**config.mk**
```make
export PLATFORM = sky130hd
export DESIGN_NAME = uart_echo_fifo
export DESIGN_NICKNAME = d
export VERILOG_FILES = /design/src/rtl/uart_echo_fifo.sv
export SDC_FILE = /design/constraint.sdc
export NUM_CORES = 1
export LEC_CHECK = 0
export ABC_AREA = 1
export CORE_ASPECT_RATIO = 0.5
export CORE_UTILIZATION = 49
export CTS_CLUSTER_DIAMETER = 50
export DETAILED_ROUTE_END_ITERATION = 8
export GPL_TIMING_DRIVEN = 0
export SETUP_SLACK_MARGIN = 0.5
export SYNTH_ARGS = -nofsm -noshare
export SYNTH_HDL_FRONTEND = slang
export SYNTH_SLANG_ARGS = --single-unit
```
**constraint.sdc**
```tcl
create_clock -name clk -period 2.88 [get_ports clk]
set_clock_uncertainty 0.1 [all_clocks]
set_input_delay 0.72 -clock clk [delete_from_list [all_inputs] [get_ports clk]]
set_output_delay 0.72 -clock clk [all_outputs]
set_load 0.01 [all_outputs]
```
**src/rtl/uart_echo_fifo.sv**
```systemverilog
// uart_echo_fifo: UART loopback with RX, a circular FIFO and TX.
// Ports: clk, rst (sync, active-high), rx (async serial in), cts_n
// (0 = TX may start frames), tx (serial out), fifo_level (occupied
// entries), overflow (sticky drop flag), frame_err / parity_err (pulses).
// Optional even parity on both directions: define UART_ECHO_PARITY_EN.
module uart_echo_fifo #(
    parameter int SYSTEM_CLOCK = 32000000,
    parameter int BAUD_RATE    = 9600,
    parameter int DATA_BITS    = 8,
    parameter int FIFO_DEPTH   = 16
) (
    input  logic                          clk,
    input  logic                          rst,
    input  logic                          rx,
    input  logic                          cts_n,
    output logic                          tx,
    output logic [$clog2(FIFO_DEPTH):0]   fifo_level,
    output logic                          overflow,
    output logic                          frame_err,
    output logic                          parity_err
);

    localparam int CPB  = SYSTEM_CLOCK / BAUD_RATE;
    localparam int HALF = CPB / 2;
    localparam int CW   = $clog2(CPB);
    localparam int BW   = $clog2(DATA_BITS + 1);
    localparam int PW   = $clog2(FIFO_DEPTH);

    // rx synchronizer plus one more stage for falling-edge detection
    logic rx_meta, rx_sync, rx_prev;

    always_ff @(posedge clk) begin
        if (rst) begin
            rx_meta <= 1'b1;
            rx_sync <= 1'b1;
            rx_prev <= 1'b1;
        end else begin
            rx_meta <= rx;
            rx_sync <= rx_meta;
            rx_prev <= rx_sync;
        end
    end

    // ---------------- receiver ----------------
    typedef enum logic [2:0] {
        RX_IDLE,
        RX_START,
        RX_DATA,
`ifdef UART_ECHO_PARITY_EN
        RX_PAR,
`endif
        RX_STOP
    } rx_state_t;

    rx_state_t            rx_state, rx_state_n;
    logic [CW-1:0]        rx_cnt, rx_cnt_n;
    logic [BW-1:0]        rx_bitn, rx_bitn_n;
    logic [DATA_BITS-1:0] rx_shift, rx_shift_n;
    logic                 push;
    logic                 ferr_n;
    logic                 perr_n;
    logic                 rx_pbad;
`ifdef UART_ECHO_PARITY_EN
    logic                 rx_par, rx_par_n, rx_pbad_q, rx_pbad_n;
    assign rx_pbad = rx_pbad_q;
`else
    assign rx_pbad = 1'b0;
`endif

    always_ff @(posedge clk) begin
        if (rst) begin
            rx_state  <= RX_IDLE;
            rx_cnt    <= '0;
            rx_bitn   <= '0;
            rx_shift  <= '0;
            frame_err <= 1'b0;
`ifdef UART_ECHO_PARITY_EN
            rx_par    <= 1'b0;
            rx_pbad_q <= 1'b0;
`endif
        end else begin
            rx_state  <= rx_state_n;
            rx_cnt    <= rx_cnt_n;
            rx_bitn   <= rx_bitn_n;
            rx_shift  <= rx_shift_n;
            frame_err <= ferr_n;
`ifdef UART_ECHO_PARITY_EN
            rx_par    <= rx_par_n;
            rx_pbad_q <= rx_pbad_n;
`endif
        end
    end

    always_comb begin
        rx_state_n = rx_state;
        rx_cnt_n   = rx_cnt + CW'(1);
        rx_bitn_n  = rx_bitn;
        rx_shift_n = rx_shift;
        push       = 1'b0;
        ferr_n     = 1'b0;
        perr_n     = 1'b0;
`ifdef UART_ECHO_PARITY_EN
        rx_par_n   = rx_par;
        rx_pbad_n  = rx_pbad_q;
`endif
        unique case (rx_state)
            RX_IDLE: begin
                rx_cnt_n = '0;
                if (rx_prev && !rx_sync)
                    rx_state_n = RX_START;
            end
            RX_START: begin
                if (rx_cnt == CW'(HALF - 1)) begin
                    rx_cnt_n  = '0;
                    rx_bitn_n = '0;
`ifdef UART_ECHO_PARITY_EN
                    rx_par_n  = 1'b0;
                    rx_pbad_n = 1'b0;
`endif
                    // still low at mid-bit: real start, else a glitch
                    rx_state_n = rx_sync ? RX_IDLE : RX_DATA;
                end
            end
            RX_DATA: begin
                if (rx_cnt == CW'(CPB - 1)) begin
                    rx_cnt_n   = '0;
                    rx_shift_n = {rx_sync, rx_shift[DATA_BITS-1:1]};
                    rx_bitn_n  = rx_bitn + BW'(1);
`ifdef UART_ECHO_PARITY_EN
                    rx_par_n   = rx_par ^ rx_sync;
                    if (rx_bitn == BW'(DATA_BITS - 1))
                        rx_state_n = RX_PAR;
`else
                    if (rx_bitn == BW'(DATA_BITS - 1))
                        rx_state_n = RX_STOP;
`endif
                end
            end
`ifdef UART_ECHO_PARITY_EN
            RX_PAR: begin
                if (rx_cnt == CW'(CPB - 1)) begin
                    rx_cnt_n   = '0;
                    rx_pbad_n  = rx_par ^ rx_sync;
                    rx_state_n = RX_STOP;
                end
            end
`endif
            RX_STOP: begin
                if (rx_cnt == CW'(CPB - 1)) begin
                    rx_cnt_n   = '0;
                    rx_state_n = RX_IDLE;
                    ferr_n     = !rx_sync;
                    perr_n     = rx_pbad;
                    push       = rx_sync && !rx_pbad;
                end
            end
            default: rx_state_n = RX_IDLE;
        endcase
    end

`ifdef UART_ECHO_PARITY_EN
    always_ff @(posedge clk) begin
        if (rst) parity_err <= 1'b0;
        else     parity_err <= perr_n;
    end
`else
    assign parity_err = 1'b0;
    logic unused_perr;
    assign unused_perr = perr_n;
`endif

    // ---------------- FIFO ----------------
    logic [DATA_BITS-1:0] mem [FIFO_DEPTH];
    logic [PW-1:0]        wr_ptr, rd_ptr;
    logic [DATA_BITS-1:0] head;
    logic                 pop, full, wr_en;

    assign head  = mem[rd_ptr];
    assign full  = (fifo_level == (PW + 1)'(FIFO_DEPTH));
    // a pop in the same cycle frees the slot the push needs
    assign wr_en = push && (!full || pop);

    always_ff @(posedge clk) begin
        if (wr_en) mem[wr_ptr] <= rx_shift;
    end

    always_ff @(posedge clk) begin
        if (rst) begin
            wr_ptr     <= '0;
            rd_ptr     <= '0;
            fifo_level <= '0;
            overflow   <= 1'b0;
        end else begin
            if (wr_en) wr_ptr <= wr_ptr + PW'(1);
            if (pop)   rd_ptr <= rd_ptr + PW'(1);
            if (wr_en && !pop)
                fifo_level <= fifo_level + (PW + 1)'(1);
            else if (pop && !wr_en)
                fifo_level <= fifo_level - (PW + 1)'(1);
            if (push && !wr_en) overflow <= 1'b1;
        end
    end

    // ---------------- transmitter ----------------
    typedef enum logic [2:0] {
        TX_IDLE,
        TX_START,
        TX_DATA,
`ifdef UART_ECHO_PARITY_EN
        TX_PAR,
`endif
        TX_STOP
    } tx_state_t;

    tx_state_t            tx_state, tx_state_n;
    logic [CW-1:0]        tx_cnt, tx_cnt_n;
    logic [BW-1:0]        tx_bitn, tx_bitn_n;
    logic [DATA_BITS-1:0] tx_shift, tx_shift_n;
    logic                 tx_bit;
`ifdef UART_ECHO_PARITY_EN
    logic                 tx_par, tx_par_n;
`endif

    always_ff @(posedge clk) begin
        if (rst) begin
            tx_state <= TX_IDLE;
            tx_cnt   <= '0;
            tx_bitn  <= '0;
            tx_shift <= '0;
            tx       <= 1'b1;
`ifdef UART_ECHO_PARITY_EN
            tx_par   <= 1'b0;
`endif
        end else begin
            tx_state <= tx_state_n;
            tx_cnt   <= tx_cnt_n;
            tx_bitn  <= tx_bitn_n;
            tx_shift <= tx_shift_n;
            // line is registered from the current state: one cycle lag
            tx       <= tx_bit;
`ifdef UART_ECHO_PARITY_EN
            tx_par   <= tx_par_n;
`endif
        end
    end

    always_comb begin
        tx_state_n = tx_state;
        tx_cnt_n   = tx_cnt + CW'(1);
        tx_bitn_n  = tx_bitn;
        tx_shift_n = tx_shift;
        tx_bit     = 1'b1;
        pop        = 1'b0;
`ifdef UART_ECHO_PARITY_EN
        tx_par_n   = tx_par;
`endif
        unique case (tx_state)
            TX_IDLE: begin
                tx_cnt_n = '0;
                if (fifo_level != '0 && !cts_n) begin
                    pop        = 1'b1;
                    tx_shift_n = head;
                    tx_bitn_n  = '0;
                    tx_state_n = TX_START;
`ifdef UART_ECHO_PARITY_EN
                    tx_par_n   = ^head;
`endif
                end
            end
            TX_START: begin
                tx_bit = 1'b0;
                if (tx_cnt == CW'(CPB - 1)) begin
                    tx_cnt_n   = '0;
                    tx_state_n = TX_DATA;
                end
            end
            TX_DATA: begin
                tx_bit = tx_shift[0];
                if (tx_cnt == CW'(CPB - 1)) begin
                    tx_cnt_n   = '0;
                    tx_shift_n = {1'b0, tx_shift[DATA_BITS-1:1]};
                    tx_bitn_n  = tx_bitn + BW'(1);
`ifdef UART_ECHO_PARITY_EN
                    if (tx_bitn == BW'(DATA_BITS - 1))
                        tx_state_n = TX_PAR;
`else
                    if (tx_bitn == BW'(DATA_BITS - 1))
                        tx_state_n = TX_STOP;
`endif
                end
            end
`ifdef UART_ECHO_PARITY_EN
            TX_PAR: begin
                tx_bit = tx_par;
                if (tx_cnt == CW'(CPB - 1)) begin
                    tx_cnt_n   = '0;
                    tx_state_n = TX_STOP;
                end
            end
`endif
            TX_STOP: begin
                tx_bit = 1'b1;
                if (tx_cnt == CW'(CPB - 1)) begin
                    tx_cnt_n   = '0;
                    tx_state_n = TX_IDLE;
                end
            end
            default: tx_state_n = TX_IDLE;
        endcase
    end

endmodule
```
### After elaboration in Yosys (flattened, before gate mapping)

Memories as Yosys holds them, arrays and structs flattened. A register that Yosys moved wholly into a read port is not among the register bits.
Cells that the tools add are included.
W data, S select, Z words.

* flip-flop bits (word level): 73
* latch bits: 0
* memory bits (writable): 128
* memory bits (read-only): 0
* input bits: 4
* output and inout bits: 9
* logic and storage cells: 114
* memories: 1

Memory list
* mem: depth 16, bits a word 8, rd ports 1, clocked after memory_dff 1, wr ports 1, RTL line 173 `logic [DATA_BITS-1:0] mem [FIFO_DEPTH];`

* add/sub/neg operators: 8
* multiply operators: 0
* div/mod/pow operators: 0
* order comparisons: 0
* eq/ne operators: 22
* shift-type cells: 0
* muxes and demuxes: 38
* bitwise gates (word level): 2
* reductions and logical operators: 26

Operators by type and width (number)
* $mux W12: 3
* $pmux W12 S3: 1
* $mux W3: 10
* $add A12 B1 Y12 const B: 2
* $eq A12 B12 Y1 const B: 2
* $mux W4: 6
* $pmux W12 S2: 1
* $pmux W3 S4: 2
* $ne A2 B2 Y1 const B: 10
* $add A4 B1 Y4 const B: 4
* $mux W8: 2
* $pmux W4 S2: 2
* $pmux W8 S2: 1
* $eq A12 B11 Y1 const B: 1
* $eq A3 B2 Y1 const B: 4
* $mux W5: 2
* $reduce_and A5 Y1: 2
* $eq A4 B3 Y1 const B: 2
* $eq A3 B1 Y1 const B: 2
* $logic_and A1 B1 Y1: 6
* $logic_not A3 Y1: 2
* $mux W1: 6
* $reduce_and A3 Y1: 2
* $reduce_bool A2 Y1: 3
* other kinds (12): 18

### Longest topological paths before layout

* word-level depth: 10
* gate-level depth with buffers: 19

### Least setup slack after synthesis

OpenSTA, ideal clock, no wires.

* path kind: input-to-reg
* start point: in cts_n
* end point: reg fifo_level[4]
* setup time: 0.113 ns
* arrival time: 2.472 ns
* slack: 0.195 ns
* stages on the path: 12
* buffers on the path: 0
* cells stage by stage: o2111ai_1 nand3_2 clkinv_4 ha_1 inv_1 ha_1 a21oi_1 nor2_1 o21ai_0 nand3_1 nor2_1 nor2_1

* cells in the longest elaborated chain, start to end: 9
* elaborated cells on any way between the ends: 12
* classes of those cells: mux: 3; reduce/logical: 9

RTL lines
* from (decl): RTL line 15 `input logic cts_n,`
* $logic_not A1 Y1 *: RTL line 260 `if (fifo_level != '0 && !cts_n) begin`
* $logic_and A1 B1 Y1 *: RTL line 260
* $mux W1 *: RTL line 260
* $mux W1 *: RTL line 257 `unique case (tx_state)`
* $logic_or A1 B1 Y1 *: RTL line 181 `assign wr_en = push && (!full || pop);`
* $logic_and A1 B1 Y1 *: RTL line 181
* named net wr_en: RTL line 176 `logic pop, full, wr_en;`
* $logic_not A1 Y1: RTL line 198 `else if (pop && !wr_en)`
* $logic_and A1 B1 Y1: RTL line 198
* $reduce_bool A2 Y1 (no source line)
* to (signal assigned): RTL line 197 `fifo_level <= fifo_level + (PW + 1)'(1);`
* to (signal assigned): RTL line 199 `fifo_level <= fifo_level - (PW + 1)'(1);`
* to (decl): RTL line 17 `output logic [$clog2(FIFO_DEPTH):0] fifo_level,`

Mark *: on every way through the listed nets, which the timed path passes. The rest lies on a longest branch.
A chain may end at the register's enable or synchronous reset.

### Worst setup path after layout

* start point: reg fifo_level[2]
* end point: out fifo_level[2]

No word-level cell between the ends.

==> impl_metrics.json <==
{
  "ys_top_cells_by_area": "edfxtp_1 (42%), dfxtp_1 (17%), nand2_1 (11%)",
  "synth_top_area_cell": "edfxtp_1",
  "place_congestion": 0.884,
  "cp-startpoint": "fifo_level[2]",
  "wl_um": 20500,
  "overflow": 0,
  "clock_latency_ns": 0.49,
  "startpoint_type": "flip-flop",
  "htree_num_levels": 1,
  "drt-initial-drc-count": 478,
  "die_area_mm2": 0.0192,
  "syn_inst": 1002,
  "ys_seq_elements": 203,
  "regToRegSetupSlack_ns": 0.51,
  "ir_worst_vdd_mv": 0.565,
  "cts.clk_slew.worst_paths_ns": 0.06,
  "preCtsSetupSlack_ns": -0.248,
  "grt_start_max_net_pins": 19,
  "synthToLayoutAreaGrowth_pct": 14.6,
  "hold_slack_ns": 0.309,
  "avgRoutedWirePerCell_um": 15.8,
  "end_kind": "output pin",
  "initial_utilization_pct": 51.2,
  "holdPathStages": 1,
  "slew_headroom_pct": 41.5,
  "fin_crit_sh_pct": 83.3,
  "cts_tree": "yes",
  "grt_pass1_wl_um": 33200,
  "path_delay_family": "buffers and inverters",
  "path_class": "flip-flop to output pin",
  "final_common_cell": "nand2_1",
  "nNetsFinal": 1073,
  "arrival_ns": 1.58,
  "p_leak_uw": 0.00415,
  "placed_area_mm2": 0.00953,
  "syn_area_per_cell_um2": 9.08,
  "synthesis.area_mm2": 0.00910,
  "synth-seq-area-share_pct": 58.7,
  "critPathRequiredTime_ns": 2.06,
  "cp_num_buf_inv": 1,
  "min_period_ns": 2.40,
  "boundaryPins": 13,
  "grt_use_total_pct": 22.2,
  "dieWidth_um": 195,
  "core_mm2": 0.0178,
  "rr_endpoint": "fifo_level[4]",
  "hp-class": "flip-flop to flip-flop",
  "setup_viol": 0,
  "ys.flop_type": "edfxtp_1",
  "grt_pass1_vias": 6186,
  "dpl.hpwl_um": 13700,
  "drc": 0,
  "r2r-start": "tx_state[1]",
  "post-route-cell-area_mm2": 0.0104,
  "synth_edf_count": 128,
  "synth_async_sr_flop_share_pct": 0,
  "path_cells": "clkdlybuf4s50_1",
  "die_h_um": 98.4,
  "vias": 6648,
  "status": "finished, final reports clean",
  "setup_slack_ns": 0.482,
  "hold_start": "rx_meta",
  "clock_sinks": 203,
  "cts_buffers": 20,
  "diodes": 0,
  "antenna_found_initial": 0,
  "first_pass_iters": 6,
  "synth_cell_types": 41,
  "layout-drive-gt1-share_pct": 12.9,
  "slew_viol_final": 0,
  "clockBufferDepth": 3,
  "cts-root-buf": "clkbuf_16",
  "final_cell_mix": "nand2_1 (276), edfxtp_1 (128), nand3_1 (106)",
  "critPathSlowestCell": "clkdlybuf4s50_1",
  "finalHoldViolCount": 0,
  "ff2ff_path_depth": 17,
  "synth_nets": 1029,
  "cp_max_fo": 5,
  "cap_violations": 0,
  "max_clock_freq_mhz": 417,
  "row_count": 34,
  "holdPathEnd": "rx_sync",
  "synth.top_cell.area_share_pct": 42.2,
  "port_buffers": 10,
  "avgViaCountPerCell": 5.14,
  "cpPeakStageDelay_ns": 0.60,
  "ant_nets": 0,
  "rsz0062_at_grt": "true",
  "yosys_warnings": 0,
  "worstMarginPinSlew_ns": 0.877,
  "setup_tns_ns": 0,
  "fin_total_pwr_uw": 8030,
  "pwr_density_cell_mw_per_mm2": 770
}
per-stage QoR:
step,instances,utilization (%)
2_1_floorplan,1002,-
3_3_place_gp,1246,53.6
3_5_place_dp,1246,53.6
4_1_cts,1292,58.3
5_1_grt,1294,58.6
6_report,1294,58.6
metal layers:
metal	part of all wire (%)	vias up	track usage (%)
met5	0	-	0
met4	2.3	0	5.68
met3	5.6	31	3.18
met2	42	158	33.1
met1	50	3128	34.0
li1	-	3331	-
logic make-up (layout without fill, tap and decap cells):
logic type / Yosys count / after routing / synth area share (%)
xor gates and xnor gates: 17 / 17 / 1.64
buffers and inverters: 154 / 212 / 6.94
AOI/OAI and AO/OA: 68 / 68 / 4.03
DFF: 203 / 203 / 58.7
other: 1 / 1 / 0.0412
adders and majority gates: 23 / 23 / 3.25
and+or+nand+nor: 536 / 536 / 25.4
Yosys cell counts, types with 5 or more instances:
| master | n |
|---|---|
| nand2_1 | 277 |
| edfxtp_1 | 128 |
| inv_1 | 108 |
| nand3_1 | 108 |
| nor2_1 | 105 |
| dfxtp_1 | 75 |
| a21oi_1 | 39 |
| ha_1 | 22 |
| buf_2 | 19 |
| o21ai_0 | 15 |
| xor2_1 | 14 |
| clkbuf_1 | 12 |
| nor3_1 | 10 |
| inv_2 | 7 |
| nand4_1 | 6 |
| nor2_2 | 6 |
| nand2_2 | 5 |
| o21ai_1 | 5 |
final cells by class:
cell class	count	area, µm²
clock inverter	11	134
multi-input combinational	645	3270
buffer	36	181
sequential	203	5350
inverter	118	453
clock buffer	25	541
timing repair buffer	22	201
tap	234	293
fill	1550	7360
flip-flops by register name (all words and copies together) (netlist names), 4 cells and up, named ones only:
register,cells
fifo_level,5
mem,128
rd_ptr,4
rx_bitn,4
rx_cnt,12
rx_shift,8
tx_bitn,4
tx_cnt,12
tx_shift,8
wr_ptr,4
power by group:
part | switching, µW | leakage, µW | internal [µW] | total, µW
clock | 1080 | 0.000328 | 1610 | 2690
combinational | 1340 | 0.00203 | 696 | 2030
sequential | 118 | 0.00180 | 3190 | 3310
total | 2540 | 0.00415 | 5500 | 8030
worst max path at each step:
stage                     to  slack [ns]  depth (start not counted)
2_1_floorplan  fifo_level[4]        0.50                         12
3_3_place_gp   fifo_level[4]       -0.24                         14
3_5_place_dp   fifo_level[4]       -0.25                         13
4_1_cts        fifo_level[4]        0.45                         17
5_1_grt        fifo_level[4]        0.30                         17
6_report       fifo_level[2]        0.48                          1
what timing repair did:
action,in CTS,in global routing
resized for setup,28,11
endpoints found under the setup margin,131,43
endpoints found under the hold margin,0,0
pin swaps,6,6
setup buffers,10,2
hold buffers,0,0
No activity file was read; power rests on OpenSTA's default activity.
